--- src/rtl/embed_pkg.sv ---
// Shared types and defaults for the ECG patch-embedding frame sequencer.
package embed_pkg;
    localparam int N_SAMP_DEF = 15;
    localparam int Q_FRAC     = 4;
    localparam int DW_DEF     = 2 * Q_FRAC;

    typedef logic signed [DW_DEF-1:0] q44_t;

    typedef enum logic [1:0] {FILL, START, WAIT, HOLD} emb_state_t;
endpackage

--- src/rtl/embed_frame_ctrl_if.sv ---
// Sample stream, engine handshake and downstream handshake of the frame sequencer.
// slave = the sequencer itself, master = the surrounding producer/engine/consumer.
interface embed_frame_ctrl_if #(
    parameter int N_SAMP = embed_pkg::N_SAMP_DEF,
    parameter int DW     = embed_pkg::DW_DEF
);
    logic                      s_valid;
    logic                      s_ready;
    logic [DW-1:0]             s_data;
    logic                      s_last;
    logic [N_SAMP-1:0][DW-1:0] ecg_buf;
    logic                      emb_start;
    logic                      emb_done;
    logic                      m_valid;
    logic                      m_ready;

    modport slave (
        input  s_valid, s_data, s_last, emb_done, m_ready,
        output s_ready, ecg_buf, emb_start, m_valid
    );

    modport master (
        output s_valid, s_data, s_last, emb_done, m_ready,
        input  s_ready, ecg_buf, emb_start, m_valid
    );
endinterface

--- src/rtl/ecg_sample_buf.sv ---
// N_SAMP x DW sample register file: one indexed write port, full parallel read-out.
module ecg_sample_buf #(
    parameter int N_SAMP = 15,
    parameter int DW     = 8,
    parameter int PTR_W  = $clog2(N_SAMP)
) (
    input  logic                      clk,
    input  logic                      rst,
    input  logic                      wr_en,
    input  logic [PTR_W-1:0]          wr_ptr,
    input  logic [DW-1:0]             wr_data,
    output logic [N_SAMP-1:0][DW-1:0] rd_data
);
    logic [N_SAMP-1:0][DW-1:0] mem_q, mem_d;

    // NOTE: mem_d takes mem_q as its default first so no path leaves it unassigned (no latch).
    always_comb begin
        mem_d = mem_q;
        if (wr_en) mem_d[wr_ptr] = wr_data;
    end

    // NOTE: the storage is reset because the engine reads every entry directly, and an
    // all-zero frame is the defined content after reset.
    always_ff @(posedge clk or posedge rst) begin
        if (rst) mem_q <= '0;
        else     mem_q <= mem_d;  // NOTE: non-blocking, so every flop samples pre-edge values.
    end

    assign rd_data = mem_q;
endmodule

--- src/rtl/embed_frame_ctrl.sv ---
// Frame sequencer: fills one ECG frame, launches the embedding engine, then offers the
// held frame downstream, flagging malformed frames and engine timeouts.
module embed_frame_ctrl
    import embed_pkg::*;
#(
    parameter int N_SAMP = N_SAMP_DEF,
    parameter int DW     = DW_DEF,
    parameter int TO_CYC = 1024,
    parameter int CNT_W  = 16
) (
    input  logic              clk,
    input  logic              rst,
    embed_frame_ctrl_if.slave bus,
    output logic              busy,
    output logic [CNT_W-1:0]  frame_cnt,
    output logic              err_len,
    output logic              err_to
);
    localparam int               PTR_W    = $clog2(N_SAMP);
    localparam int               TMR_W    = $clog2(TO_CYC);
    localparam logic [PTR_W-1:0] LAST_IDX = PTR_W'(N_SAMP - 1);
    localparam logic [TMR_W-1:0] TMR_MAX  = TMR_W'(TO_CYC - 1);

    emb_state_t       state_q, state_d;
    logic [PTR_W-1:0] wr_ptr_q, wr_ptr_d;
    logic [TMR_W-1:0] timer_q, timer_d;
    logic [CNT_W-1:0] frame_cnt_q, frame_cnt_d;
    logic             drop_q, drop_d;
    logic             err_len_q, err_len_d;
    logic             err_to_q, err_to_d;
    logic             emb_start_q, emb_start_d;
    logic             wr_en;

    always_ff @(posedge clk or posedge rst) begin
        if (rst) begin
            state_q     <= FILL;
            wr_ptr_q    <= '0;
            timer_q     <= '0;
            frame_cnt_q <= '0;
            drop_q      <= 1'b0;
            err_len_q   <= 1'b0;
            err_to_q    <= 1'b0;
            emb_start_q <= 1'b0;
        end else begin
            state_q     <= state_d;
            wr_ptr_q    <= wr_ptr_d;
            timer_q     <= timer_d;
            frame_cnt_q <= frame_cnt_d;
            drop_q      <= drop_d;
            err_len_q   <= err_len_d;
            err_to_q    <= err_to_d;
            emb_start_q <= emb_start_d;
        end
    end

    always_comb begin
        state_d     = state_q;
        wr_ptr_d    = wr_ptr_q;
        timer_d     = timer_q;
        frame_cnt_d = frame_cnt_q;
        drop_d      = drop_q;
        err_len_d   = err_len_q;
        err_to_d    = err_to_q;
        wr_en       = 1'b0;
        // The pulse is re-registered, landing on the first WAIT cycle.
        emb_start_d = (state_q == START);

        case (state_q)
            FILL: begin
                if (bus.s_valid) begin
                    // While draining an over-long frame, swallow samples up to its s_last.
                    if (drop_q) begin
                        if (bus.s_last) drop_d = 1'b0;
                    end else begin
                        wr_en = 1'b1;
                        if (wr_ptr_q == LAST_IDX) begin
                            wr_ptr_d = '0;
                            if (bus.s_last) begin
                                state_d = START;
                            end else begin
                                err_len_d = 1'b1;
                                drop_d    = 1'b1;
                            end
                        end else if (bus.s_last) begin
                            err_len_d = 1'b1;
                            wr_ptr_d  = '0;
                        end else begin
                            wr_ptr_d = wr_ptr_q + PTR_W'(1);
                        end
                    end
                end
            end
            START: begin
                timer_d = '0;
                state_d = WAIT;
            end
            WAIT: begin
                if (bus.emb_done) begin
                    state_d = HOLD;
                end else if (timer_q == TMR_MAX) begin
                    err_to_d = 1'b1;
                    state_d  = FILL;
                end else begin
                    timer_d = timer_q + TMR_W'(1);
                end
            end
            HOLD: begin
                if (bus.m_ready) begin
                    frame_cnt_d = frame_cnt_q + CNT_W'(1);
                    state_d     = FILL;
                end
            end
            default: state_d = FILL;
        endcase
    end

    ecg_sample_buf #(
        .N_SAMP (N_SAMP),
        .DW     (DW),
        .PTR_W  (PTR_W)
    ) u_buf (
        .clk     (clk),
        .rst     (rst),
        .wr_en   (wr_en),
        .wr_ptr  (wr_ptr_q),
        .wr_data (bus.s_data),
        .rd_data (bus.ecg_buf)
    );

    assign bus.s_ready   = (state_q == FILL);
    assign bus.m_valid   = (state_q == HOLD);
    assign bus.emb_start = emb_start_q;
    assign busy          = !((state_q == FILL) && (wr_ptr_q == '0));
    assign frame_cnt     = frame_cnt_q;
    assign err_len       = err_len_q;
    assign err_to        = err_to_q;
endmodule

--- src/flat_wrapper.sv ---
// flat-port wrapper written by rule: the top's interface ports become plain ports
module embed_frame_ctrl_flat import embed_pkg::*;
#(
    parameter int N_SAMP = N_SAMP_DEF,
    parameter int DW     = DW_DEF,
    parameter int TO_CYC = 1024,
    parameter int CNT_W  = 16
)
  (clk, rst, busy, frame_cnt, err_len, err_to, bus_s_valid, bus_s_data, bus_s_last, bus_emb_done, bus_m_ready, bus_s_ready, bus_ecg_buf, bus_emb_start, bus_m_valid);
  embed_frame_ctrl_if #(.N_SAMP(N_SAMP), .DW(DW)) bus_i ();
  input  logic clk;
  input  logic rst;
  output logic busy;
  output logic [CNT_W-1:0] frame_cnt;
  output logic err_len;
  output logic err_to;
  input wire logic [$bits(bus_i.s_valid)-1:0] bus_s_valid;
  input wire logic [$bits(bus_i.s_data)-1:0] bus_s_data;
  input wire logic [$bits(bus_i.s_last)-1:0] bus_s_last;
  input wire logic [$bits(bus_i.emb_done)-1:0] bus_emb_done;
  input wire logic [$bits(bus_i.m_ready)-1:0] bus_m_ready;
  output wire logic [$bits(bus_i.s_ready)-1:0] bus_s_ready;
  output wire logic [$bits(bus_i.ecg_buf)-1:0] bus_ecg_buf;
  output wire logic [$bits(bus_i.emb_start)-1:0] bus_emb_start;
  output wire logic [$bits(bus_i.m_valid)-1:0] bus_m_valid;
  assign bus_i.s_valid = bus_s_valid;
  assign bus_i.s_data = bus_s_data;
  assign bus_i.s_last = bus_s_last;
  assign bus_i.emb_done = bus_emb_done;
  assign bus_i.m_ready = bus_m_ready;
  assign bus_s_ready = bus_i.s_ready;
  assign bus_ecg_buf = bus_i.ecg_buf;
  assign bus_emb_start = bus_i.emb_start;
  assign bus_m_valid = bus_i.m_valid;
  embed_frame_ctrl #(.N_SAMP(N_SAMP), .DW(DW), .TO_CYC(TO_CYC), .CNT_W(CNT_W)) u_core (.clk(clk), .rst(rst), .bus(bus_i), .busy(busy), .frame_cnt(frame_cnt), .err_len(err_len), .err_to(err_to));
endmodule
--- config.mk ---
export PLATFORM = sky130hd
export DESIGN_NAME = embed_frame_ctrl_flat
export DESIGN_NICKNAME = d
export VERILOG_FILES = /design/src/rtl/embed_pkg.sv /design/src/rtl/embed_frame_ctrl_if.sv /design/src/rtl/ecg_sample_buf.sv /design/src/rtl/embed_frame_ctrl.sv /design/src/flat_wrapper.sv
export SDC_FILE = /design/constraint.sdc
export NUM_CORES = 1
export LEC_CHECK = 0
export BUFFER_PORTS_ARGS = -buffer_cell sky130_fd_sc_hd__buf_2
export CAP_MARGIN = 15
export CORE_UTILIZATION = 45
export CTS_BUF_LIST = sky130_fd_sc_hd__clkbuf_4 sky130_fd_sc_hd__clkbuf_8
export DETAILED_ROUTE_END_ITERATION = 8
export PLACE_DENSITY = 0.72
export SYNTH_ARGS = -nofsm -noshare
export SYNTH_HDL_FRONTEND = slang
export SYNTH_SLANG_ARGS = --single-unit
--- constraint.sdc ---
create_clock -name clk -period 4.25 [get_ports clk]
set_input_delay 0 -clock clk [delete_from_list [all_inputs] [get_ports clk]]
set_output_delay 0 -clock clk [all_outputs]
set_load 0.02 [all_outputs]
==> results.md <==
- The register area share after synthesis is 61.3%.
- The count of final hold-check violations was 0.
- The post-cts sizing count is 0.
- Ranked by total cell area, the synthesized netlist is headed by dfrtp_1 (61%), mux2_2 (20%), nand2_1 (1.6%), ha_1 (1.4%), xnor2_1 (1.4%).
- The detail route stage leaves a number of antenna-violating nets equal to 0.
- In the final layout, the share of cells above drive strength 1 is 51.3%.
- The iteration-0 DRC count of the detailed router is 248.
- The run finished with clean final reports.
- The element type at the critical path end is a flip-flop.
- The longest clock path from root to sink contains 2 buffers.
- The power density over the cells is 641 nW/um^2.
- The global-route wire length before repair is 23200 microns.
- The number of fill cells in the layout is 1097.
- The synthesized design contains 156 register bits.
- Across every metal layer, demand over resource in global routing totals 21.2%.
- The full die area is 14600 sq um.
- The most common cell in the synthesized netlist is dfrtp_1.
- Detailed placement finished with a half-perimeter wire length of 10200 microns.
- The critical path startpoint category is a flip-flop.
- The analysis attributes to cell leakage a power of 4.15 nW.
- The share of the cycle needed by the critical path after routing is 56.1%.
- The summed negative setup slack over all endpoints is 0 ns.
- In this run the horizontal extent of the chip is 121 microns.
- The worst-case headroom to the max-slew limit is 30.0%.
- The per-cell routed wire length is 18.1 microns.
- The clock latency on the worst-skew pair is 0.44 ns.
- The initial utilization of the core area, before any placement, comes to 46.1%.
- The worst register-to-register path has a setup slack of 1.87 ns.
- Before CTS, the worst setup slack after placement is 1.87 ns.
- The final route contains 4214 vias.
- Including well taps, the total number of placed cells is 768.
- The area overhead of the layout relative to synthesis is 22.4%.
- Setup repair after global routing left no endpoint under its margin.
- The number of standard-cell rows in the floorplan is 43.
- The max capacitance violation total is 0.
- The kind of cell adding the most delay to the critical path is simple AND/OR/NAND/NOR gates.
- The clock sink total is 156.
- Traced cell by cell, the critical path runs through nor4b_2, and2_1, mux2_2.
- The clock tree skew after final layout is 0.0124 ns.
- The highest-delay cell along the critical path is nor4b_2.
- At the pin with the least slew margin, the transition time is 1.05 ns.
- The number of logic stages on the critical path including buffering is 3.
- The initial antenna violation count was 0.
- The I/O pin count is 156.
- After technology mapping, the gate count stands at 446.
- The CTS buffer count is 17.
- When the netlist entered floorplanning its net count stood at 467.
- The finished cells cover 7800 sq um.
- In this run, synthesis inferred 0 flip-flops with an integrated enable.
- The area of the core region is 13800 sq um.
- The number of cell instances on the worst register-to-register path is 3.
- The most used flip-flop cell after synthesis is dfrtp_1.
- The via count of the first global-routing pass is 4280.
- In the final design database the tool counted 635 nets.
- The utilization after layout is 56.4%.
- The synthesized netlist occupies a cell area of 6370 sq um.
- The count of cell types in the netlist is 52.
- The worst register-to-register path ends at u_core.u_buf.rd_data[116].
- Each instance of the synthesized netlist takes up on average 14.3 sq um.
- The type of the worst min-delay path is in2reg.
- Leaving out filler cells and counting taps, the final layout contains 806.
- The last element of the critical path is u_core.u_buf.rd_data[116].
- In this run the cell area measured after placement is 7330 sq um.
- The via-per-instance ratio is 5.23.
- The synthesized design spends more area on one cell type than any other, namely dfrtp_1.
- Before antenna repair, the detailed router went through 4 iterations.
- The share of synthesized flip-flops with an asynchronous set or reset is 100%.
- The number of warnings issued by yosys is 0.
- The clock edge transition at the registers on the reported setup and hold paths is 0.08 ns.
- The number of setup buffers added after CTS is 0.
- Of all nets on the critical path, the largest fanout is 15.
- The H-tree depth reported by CTS is 4.
- Routability-driven placement finished with a final weighted congestion of 0.799.
- The total chip power is 5.00 mW.
- Static timing analysis puts the maximum clock frequency at 420 MHz.
- In this run the vertical extent of the chip is 121 microns.
- The slack of the critical path is 1.87 ns.
- Setup violations remaining at the end of the flow were counted as 0.
- The number of buffers and inverters on the critical path is 0.
- Tracing the worst setup path back leads to its startpoint at u_core.state_q[0].
- The worst IR drop on VDD is 0.357 mV.
- For the worst setup path, the data arrival time is 2.71 ns.
- Input and output buffers added on the ports amount to 155.
- The pin count of the biggest net entering global routing is 118.
- The commonest cells after synthesis are dfrtp_1 (156), mux2_2 (116), nand2_1 (27).
- The post-layout minimum cycle time is 2.38 ns.
- The longest individual stage delay on the worst path is 0.73 ns.
- The final-report max-slew violation count came to 0.
- TritonCTS built the clock tree.
- On the final layout, the worst hold slack is 0.0676 ns.
- The total grt overflow is 0.
- The startpoint identified for the worst register-to-register timing path is u_core.state_q[0].
- The final layout contains routed wiring with a total length of 14600 microns.
- The share of the synthesized area in the top cell type is 61.3%.
- By startpoint and endpoint, the worst setup path is classified as reg2reg.
- In the routed design, unresolved DRC markers number 0.
- The cell sitting at the root of the clock tree is a clkbuf_8.
- The required time of the critical path is 4.58 ns.
- The number of antenna diodes in the final layout is 0.
==> layout make-up <==
cell class,count,area [sq um],share of cell area (%)
inverters,9,38.8,0.497
repair buffers,163,853,10.9
clock inverters,10,114,1.46
multi-input cells,267,2380,30.5
flip-flops and latches,156,3900,50.1
well taps,180,225,2.89
clock buffers,21,283,3.63
==> how the worst min path moves through the flow <==
stage	to	from	slack, ns	cells after the start
5_1_grt	u_core.u_buf.rd_data[87]	bus_s_data[7]	0.06	2
2_1_floorplan	u_core.state_q[0]	bus_m_ready	0.09	1
6_report	u_core.u_buf.rd_data[79]	bus_s_data[7]	0.07	2
3_3_place_gp	u_core.state_q[0]	bus_m_ready	0.27	2
3_5_place_dp	u_core.state_q[0]	bus_m_ready	0.28	2
4_1_cts	u_core.u_buf.rd_data[79]	bus_s_data[7]	0.05	2
==> sequential cells by signal, indices dropped and copies added, names as in the netlist <==
| signal | flops |
|---|---|
| u_core.wr_ptr_q | 4 |
| u_core.err_len | 1 |
| u_core.timer_q | 10 |
| u_core.drop_q | 1 |
| u_core.u_buf.rd_data | 120 |
| u_core.bus.emb_start | 1 |
| u_core.err_to | 1 |
| u_core.frame_cnt | 16 |
| u_core.state_q | 2 |
==> logic make-up after synthesis <==
family	share of synthesized area, %
and+or+nand+nor	8.25
AOI/OAI and AO/OA	3.95
DFF	61.3
adders and majority gates	1.37
xor gates and xnor gates	2.06
buffers and inverters	1.39
muxes	21.7
==> placed cells by master, fill, tap and decap left out, types with 3 or more instances in the layout <==
cell type and instances:
ha_1 7, nand2_1 27, nand3_1 11, inv_1 8
nor2_1 14, and3_1 4, dlygate4sd3_1 7, or2_2 3
a21oi_1 3, nor3_1 4, o2bb2ai_1 3, buf_2 155
nand4_1 4, nor2b_1 3, xor2_1 5, clkbuf_8 20
mux2_1 6, clkinv_2 4, o21ai_0 4, mux2_2 116
nand2_2 4, xnor2_1 10, dfrtp_1 156
==> where the power goes <==
part           leakage, nW  switching, mW  internal (mW)
Clock                0.205          0.525          0.571
Sequential            2.08          0.299           1.91
Combinational         1.87           1.01          0.687
==> timing repair <==
item                                    4_1_cts  5_1_grt
hold endpoints to repair                    129        0
hold buffers                                  7        0
endpoints found under the setup margin        0        0
==> routing by layer <==
layer / global-route usage (%) / vias up / share of wire (%) / routed length, microns
met2: 34.6 / 118 / 49 / 7130
met5: 0 / - / 0 / 0
li1: - / 1933 / - / -
met3: 6.25 / 22 / 5.5 / 808
met4: 7.33 / 0 / 1.9 / 274
met1: 26.8 / 2141 / 44 / 6370
Note: power is estimated with default switching activity, not from simulation.
